File: src/rtl/pc_gen_if.sv
// Fetch-side control bundle between the branch/hazard logic (master) and the PC generator (slave).
interface pc_gen_if #(
  parameter int XLEN = 32
);
  logic            enable;
  logic            redirect_valid;
  logic [XLEN-1:0] redirect_target;
  logic            branch_taken;
  logic [XLEN-1:0] branch_target;
  logic            call;
  logic            ret;
  logic [XLEN-1:0] pc;
  logic [XLEN-1:0] pc_plus;
  logic            misaligned;
  logic            ras_empty;
  logic            ras_full;

  modport master (
    output enable, redirect_valid, redirect_target, branch_taken, branch_target, call, ret,
    input  pc, pc_plus, misaligned, ras_empty, ras_full
  );

  modport slave (
    input  enable, redirect_valid, redirect_target, branch_taken, branch_target, call, ret,
    output pc, pc_plus, misaligned, ras_empty, ras_full
  );
endinterface

File: src/rtl/pc_gen.sv
// Program-counter generator: picks next PC from redirect, RAS, branch or sequential flow.
// Define PC_RAS_EN to build the return-address stack; otherwise ret falls back to branch_target.
module pc_gen #(
  parameter int              XLEN         = 32,
  parameter logic [XLEN-1:0] RESET_VECTOR = '0,
  parameter int              INSTR_BYTES  = 4,
  parameter int              RAS_DEPTH    = 4
) (
  input logic     clk,
  input logic     reset,
  pc_gen_if.slave bus
);
  localparam int              OFF_W      = $clog2(INSTR_BYTES);
  localparam logic [XLEN-1:0] ALIGN_MASK = ~XLEN'(INSTR_BYTES - 1);

  logic [XLEN-1:0] pc_reg, pc_next;
  logic            misaligned_reg, misaligned_next;
  logic [XLEN-1:0] pc_plus;
  logic [XLEN-1:0] target;
  logic            take_target;
  logic            hold;
  logic            ras_empty_w;
  logic            ras_full_w;

  assign pc_plus = pc_reg + XLEN'(INSTR_BYTES);

`ifdef PC_RAS_EN
  localparam int PTR_W = $clog2(RAS_DEPTH);

  logic [XLEN-1:0]  ras_mem [RAS_DEPTH];
  logic [PTR_W-1:0] top_reg, top_next;
  logic [PTR_W:0]   count_reg, count_next;
  logic             ras_we;
  logic [PTR_W-1:0] ras_waddr;
  logic             ras_upd;

  assign ras_empty_w = (count_reg == '0);
  assign ras_full_w  = (count_reg == (PTR_W + 1)'(RAS_DEPTH));
  assign ras_upd     = bus.enable && !bus.redirect_valid;

  always_comb begin
    top_next   = top_reg;
    count_next = count_reg;
    ras_we     = 1'b0;
    ras_waddr  = top_reg;
    if (ras_upd) begin
      case ({bus.call, bus.ret})
        2'b10: begin
          // Circular push: on a full stack the oldest slot is the one overwritten.
          ras_we     = 1'b1;
          ras_waddr  = top_reg + PTR_W'(1);
          top_next   = top_reg + PTR_W'(1);
          count_next = ras_full_w ? count_reg : count_reg + (PTR_W + 1)'(1);
        end
        2'b01: begin
          if (!ras_empty_w) begin
            top_next   = top_reg - PTR_W'(1);
            count_next = count_reg - (PTR_W + 1)'(1);
          end
        end
        2'b11: begin
          ras_we = 1'b1;
          if (ras_empty_w) count_next = (PTR_W + 1)'(1);
        end
        default: ;
      endcase
    end
  end

  always_ff @(posedge clk or posedge reset) begin
    if (reset) begin
      top_reg   <= '0;
      count_reg <= '0;
    end else begin
      top_reg   <= top_next;
      count_reg <= count_next;
    end
  end

  // Stack contents need no reset: count gates every read.
  always_ff @(posedge clk) begin
    if (ras_we) ras_mem[ras_waddr] <= pc_plus;
  end
`else
  wire unused_cfg = bus.call & (RAS_DEPTH > 1);

  assign ras_empty_w = 1'b1;
  assign ras_full_w  = 1'b0;
`endif

  always_comb begin
    target      = pc_plus;
    take_target = 1'b0;
    hold        = 1'b0;
    if (bus.redirect_valid) begin
      target      = bus.redirect_target;
      take_target = 1'b1;
    end else if (!bus.enable) begin
      hold = 1'b1;
`ifdef PC_RAS_EN
    end else if (bus.ret && !ras_empty_w) begin
      target      = ras_mem[top_reg];
      take_target = 1'b1;
`endif
    end else if (bus.ret || bus.branch_taken) begin
      target      = bus.branch_target;
      take_target = 1'b1;
    end
  end

  // Sequential flow is always aligned, so only explicit targets can flag.
  assign misaligned_next = take_target && (|target[OFF_W-1:0]);
  assign pc_next         = hold ? pc_reg : (target & ALIGN_MASK);

  always_ff @(posedge clk or posedge reset) begin
    if (reset) begin
      pc_reg         <= RESET_VECTOR;
      misaligned_reg <= 1'b0;
    end else begin
      pc_reg         <= pc_next;
      misaligned_reg <= misaligned_next;
    end
  end

  assign bus.pc         = pc_reg;
  assign bus.pc_plus    = pc_plus;
  assign bus.misaligned = misaligned_reg;
  assign bus.ras_empty  = ras_empty_w;
  assign bus.ras_full   = ras_full_w;
endmodule

File: src/flat_wrapper.sv
// flat-port wrapper written by rule: the top's interface ports become plain ports
module pc_gen_flat 
#(
  parameter int              XLEN         = 32,
  parameter logic [XLEN-1:0] RESET_VECTOR = '0,
  parameter int              INSTR_BYTES  = 4,
  parameter int              RAS_DEPTH    = 4
)
  (clk, reset, bus_enable, bus_redirect_valid, bus_redirect_target, bus_branch_taken, bus_branch_target, bus_call, bus_ret, bus_pc, bus_pc_plus, bus_misaligned, bus_ras_empty, bus_ras_full);
  pc_gen_if #(.XLEN(XLEN)) bus_i ();
  input logic clk;
  input logic reset;
  input wire logic [$bits(bus_i.enable)-1:0] bus_enable;
  input wire logic [$bits(bus_i.redirect_valid)-1:0] bus_redirect_valid;
  input wire logic [$bits(bus_i.redirect_target)-1:0] bus_redirect_target;
  input wire logic [$bits(bus_i.branch_taken)-1:0] bus_branch_taken;
  input wire logic [$bits(bus_i.branch_target)-1:0] bus_branch_target;
  input wire logic [$bits(bus_i.call)-1:0] bus_call;
  input wire logic [$bits(bus_i.ret)-1:0] bus_ret;
  output wire logic [$bits(bus_i.pc)-1:0] bus_pc;
  output wire logic [$bits(bus_i.pc_plus)-1:0] bus_pc_plus;
  output wire logic [$bits(bus_i.misaligned)-1:0] bus_misaligned;
  output wire logic [$bits(bus_i.ras_empty)-1:0] bus_ras_empty;
  output wire logic [$bits(bus_i.ras_full)-1:0] bus_ras_full;
  assign bus_i.enable = bus_enable;
  assign bus_i.redirect_valid = bus_redirect_valid;
  assign bus_i.redirect_target = bus_redirect_target;
  assign bus_i.branch_taken = bus_branch_taken;
  assign bus_i.branch_target = bus_branch_target;
  assign bus_i.call = bus_call;
  assign bus_i.ret = bus_ret;
  assign bus_pc = bus_i.pc;
  assign bus_pc_plus = bus_i.pc_plus;
  assign bus_misaligned = bus_i.misaligned;
  assign bus_ras_empty = bus_i.ras_empty;
  assign bus_ras_full = bus_i.ras_full;
  pc_gen #(.XLEN(XLEN), .RESET_VECTOR(RESET_VECTOR), .INSTR_BYTES(INSTR_BYTES), .RAS_DEPTH(RAS_DEPTH)) u_core (.clk(clk), .reset(reset), .bus(bus_i));
endmodule
File: config.mk
export PLATFORM = sky130hd
export DESIGN_NAME = pc_gen_flat
export DESIGN_NICKNAME = d
export VERILOG_FILES = /design/src/rtl/pc_gen_if.sv /design/src/rtl/pc_gen.sv /design/src/flat_wrapper.sv
export SDC_FILE = /design/constraint.sdc
export NUM_CORES = 1
export LEC_CHECK = 0
export BUFFER_PORTS_ARGS = -buffer_cell sky130_fd_sc_hd__buf_2
export CORE_AREA = 2 2 109 111
export DETAILED_ROUTE_END_ITERATION = 12
export DIE_AREA = 0 0 111 113
export SYNTH_ARGS = -nofsm -noshare
export SYNTH_HDL_FRONTEND = slang
export SYNTH_SLANG_ARGS = --single-unit
File: constraint.sdc
create_clock -name clk -period 5.35 [get_ports clk]
set_input_delay 1.07 -clock clk [delete_from_list [all_inputs] [get_ports clk]]
set_output_delay 1.07 -clock clk [all_outputs]
set_load 0.02 [all_outputs]
==> out/qor.csv <==
stage,metric,value,unit
run_status,outcome,finished clean,
cells_and_area,drive_gt1_frac,0.359,
worst_setup_path,worst-path-max-fanout,8,
worst_setup_path,r2r_end,u_core.bus.pc[29],
yosys,ys.flop_type,dfrtp_1,
worst_setup_path,reg2reg_depth,5,
timing,finalSetupViolCount,0,
clock_network,clk_latency,280,ps
global_routing,antenna_found_initial,1,
clock_network,clock-root-buffer,clkbuf_16,
yosys,synthDistinctLibCells,46,
route,post_drt_wl_per_cell,16.3,um
clock_network,cts_setup_buffers,0,
floorplan,die_w,111,um
placement,dpl.hpwl,6.89,mm
yosys,synth_edf_count,0,
floorplan,die_area,0.0125,mm^2
clock_network,cts_hold_buffers,0,
clock_network,cts_resized,0,
clock_network,cts_sinks,31,
worst_setup_path,endpoint_kind,output port,
power,p_total,0.000897,W
route,routed_via_density,4.82,
floorplan,io-pin-count,138,
power,p_leak,1.59,nW
worst_setup_path,critPathRequiredTime,4280,ps
cells_and_area,mostFrequentLayoutCells,"buf_2 (130), nand2_1 (34), dfrtp_1 (31), o21ai_0 (25), nand3_1 (24)",
worst_setup_path,r2r-start,u_core.bus.pc[19],
global_routing,grt_pass1_vias,2761,
yosys,async_flop_share,1.00,
timing,report.final.slew_viol_count,0,
timing,grt_setup_unrepaired,no,
worst_setup_path,arrival,2680,ps
worst_hold_path,min_path_type,reg -> reg,
timing,clock_skew,1.45,ps
cells_and_area,nets,511,
global_routing,grt_start_max_net_pins,66,
placement,numPortBuffers,130,
cells_and_area,layout_commonest_cell,buf_2,
floorplan,core,0.0113,mm^2
floorplan,rows,39,
timing,finalSetupTns,0,ps
clock_network,cts.path.max_buffers,2,
timing,period_share,0.701,
worst_setup_path,crit_start,u_core.bus.pc[19],
placement,place_ws,1890,ps
timing,fmax,0.267,GHz
cells_and_area,antenna_cells,0,
worst_setup_path,rrSetupSlack,2800,ps
worst_hold_path,min-delay-start,u_core.bus.pc[3],
placement,place_area,0.00328,mm^2
global_routing,grt.total_usage,0.152,
worst_setup_path,crit_type,reg -> out,
yosys,yosysWarnings,0,
timing,relSlewSlack,0.308,
route,routed_wl,9.53,mm
floorplan,die_y,113,um
cells_and_area,largest_reg_flops,30,
yosys,synth_area,0.00255,mm^2
cells_and_area,syn2layout_area_growth,34.8,%
cells_and_area,fin_area,0.00344,mm^2
clock_network,h-tree-depth,2,
route,drtAntennaViolNets,0,
timing,fin_ws,1600,ps
yosys,synth.yosys.seq_area_share,0.304,
floorplan,start_util,0.226,
placement,routabilityCongestion,0.738,
timing,worst_pin_slew,1030,ps
timing,fin_crit,3750,ps
worst_hold_path,hold_depth,2,
timing,hold_violations,0,
route,first_iter_violations,173,
yosys,synthCells,322,
power,powerDensity,261,mW/mm^2
worst_hold_path,min_to,u_core.bus.pc[3],
power,ir_worst_vdd,0.101,mV
run,drv_cap,0,
route,dr.pass1.iters,4,
clock_network,cts.clk_slew.worst_paths,50,ps
yosys,ys_ff_latch,31,
route,drc,0,
global_routing,grt_overflow,0,
clock_network,cts_tree,built,
global_routing,grt_pass1_wl,15.0,mm
yosys,syn_area_per_cell,7.92,um^2
clock_network,cts_inserted_buffers,5,
worst_setup_path,worstSetupStartpointType,flop,
route,num_vias,2808,
-- power breakdown --
| part | switching (W) | internal, W |
|---|---|---|
| clock network | 0.000109 | 0.000198 |
| registers | 0.0000436 | 0.000259 |
| logic | 0.000176 | 0.000111 |
-- through the flow --
stage | cells | hold WS (ps) | utilization
6_report | 583 | 717 | 0.305
5_1_grt | 583 | 775 | 0.305
4_1_cts | 583 | 710 | 0.305
3_5_place_dp | 575 | 697 | 0.291
3_3_place_gp | 575 | 660 | 0.291
2_1_floorplan | 326 | 744 | -
-- final cells by class --
class | count | area [um^2]
timing repair buffer | 135 | 688
tap | 143 | 179
fill | 1230 | 7840
clock buffer | 8 | 156
inverter | 5 | 18.8
multi-input combinational | 261 | 1620
sequential | 31 | 776
-- cell families (layout without fill, tap and decap cells) --
kind of cell             count (synthesis)  after routing  share of synthesized area
other                                    2              6                    0.00295
flip-flops                              31             31                      0.304
AND/OR/NAND/NOR                        136            136                      0.284
multiplexers                             5              5                     0.0201
AO/OA/AOI/OAI                           86             86                      0.219
XOR/XNOR                                27             27                     0.0957
adder cells (fa/ha/maj)                  1              1                    0.00491
buffers and inverters                   34            148                     0.0687
-- worst max path at each step --
stage                     depth (start not counted)               to  slack [ps]
final                                             5  bus_pc_plus[29]        1600
after global placement                            5  bus_pc_plus[29]        1930
after CTS                                         5  bus_pc_plus[29]        1580
after global routing                              5  bus_pc_plus[29]        1390
after detailed placement                          5  bus_pc_plus[29]        1890
after floorplan                                   6  bus_pc_plus[28]        2160
-- metal layers --
layer	wire [um]	track usage	part of all wire
met2	4700	0.267	0.49
met1	4100	0.189	0.43
met5	16	0	0.0017
met4	77	0.0325	0.0081
met3	637	0.0418	0.067
-- cell usage after synthesis, types with 2 or more instances --
master,n,area [um^2]
nand3_1,24,120
o211ai_1,3,22.5
nand4_1,6,37.5
buf_1,3,11.3
nor4_1,2,12.5
a221o_1,8,80.1
buf_4,9,67.6
nor2b_1,8,50.1
a21oi_1,20,100
a211o_1,2,17.5
o21a_1,9,67.6
o21ai_0,25,125
a31o_2,7,61.3
buf_2,2,10.0
clkbuf_1,13,48.8
and3_1,3,18.8
inv_1,5,18.8
and4_1,2,17.5
a211oi_1,2,15.0
nand2_1,34,128
dfrtp_1,31,776
nor3b_1,7,52.6
mux2i_1,4,40.0
nand2b_1,12,75.1
conb_1,2,7.51
nor2_1,24,90.1
xnor2_1,16,140
nor3_1,6,30.0
xor2_1,10,87.6
a31oi_1,7,43.8
-- critical path, stage by stage (launching register included) --
cell and delay [ps]:
dfrtp_1 500, nand4_1 190, nor4_1 910, nand3_1 280
xnor2_1 310, buf_2 210
Note: power is estimated with default switching activity, not from simulation.
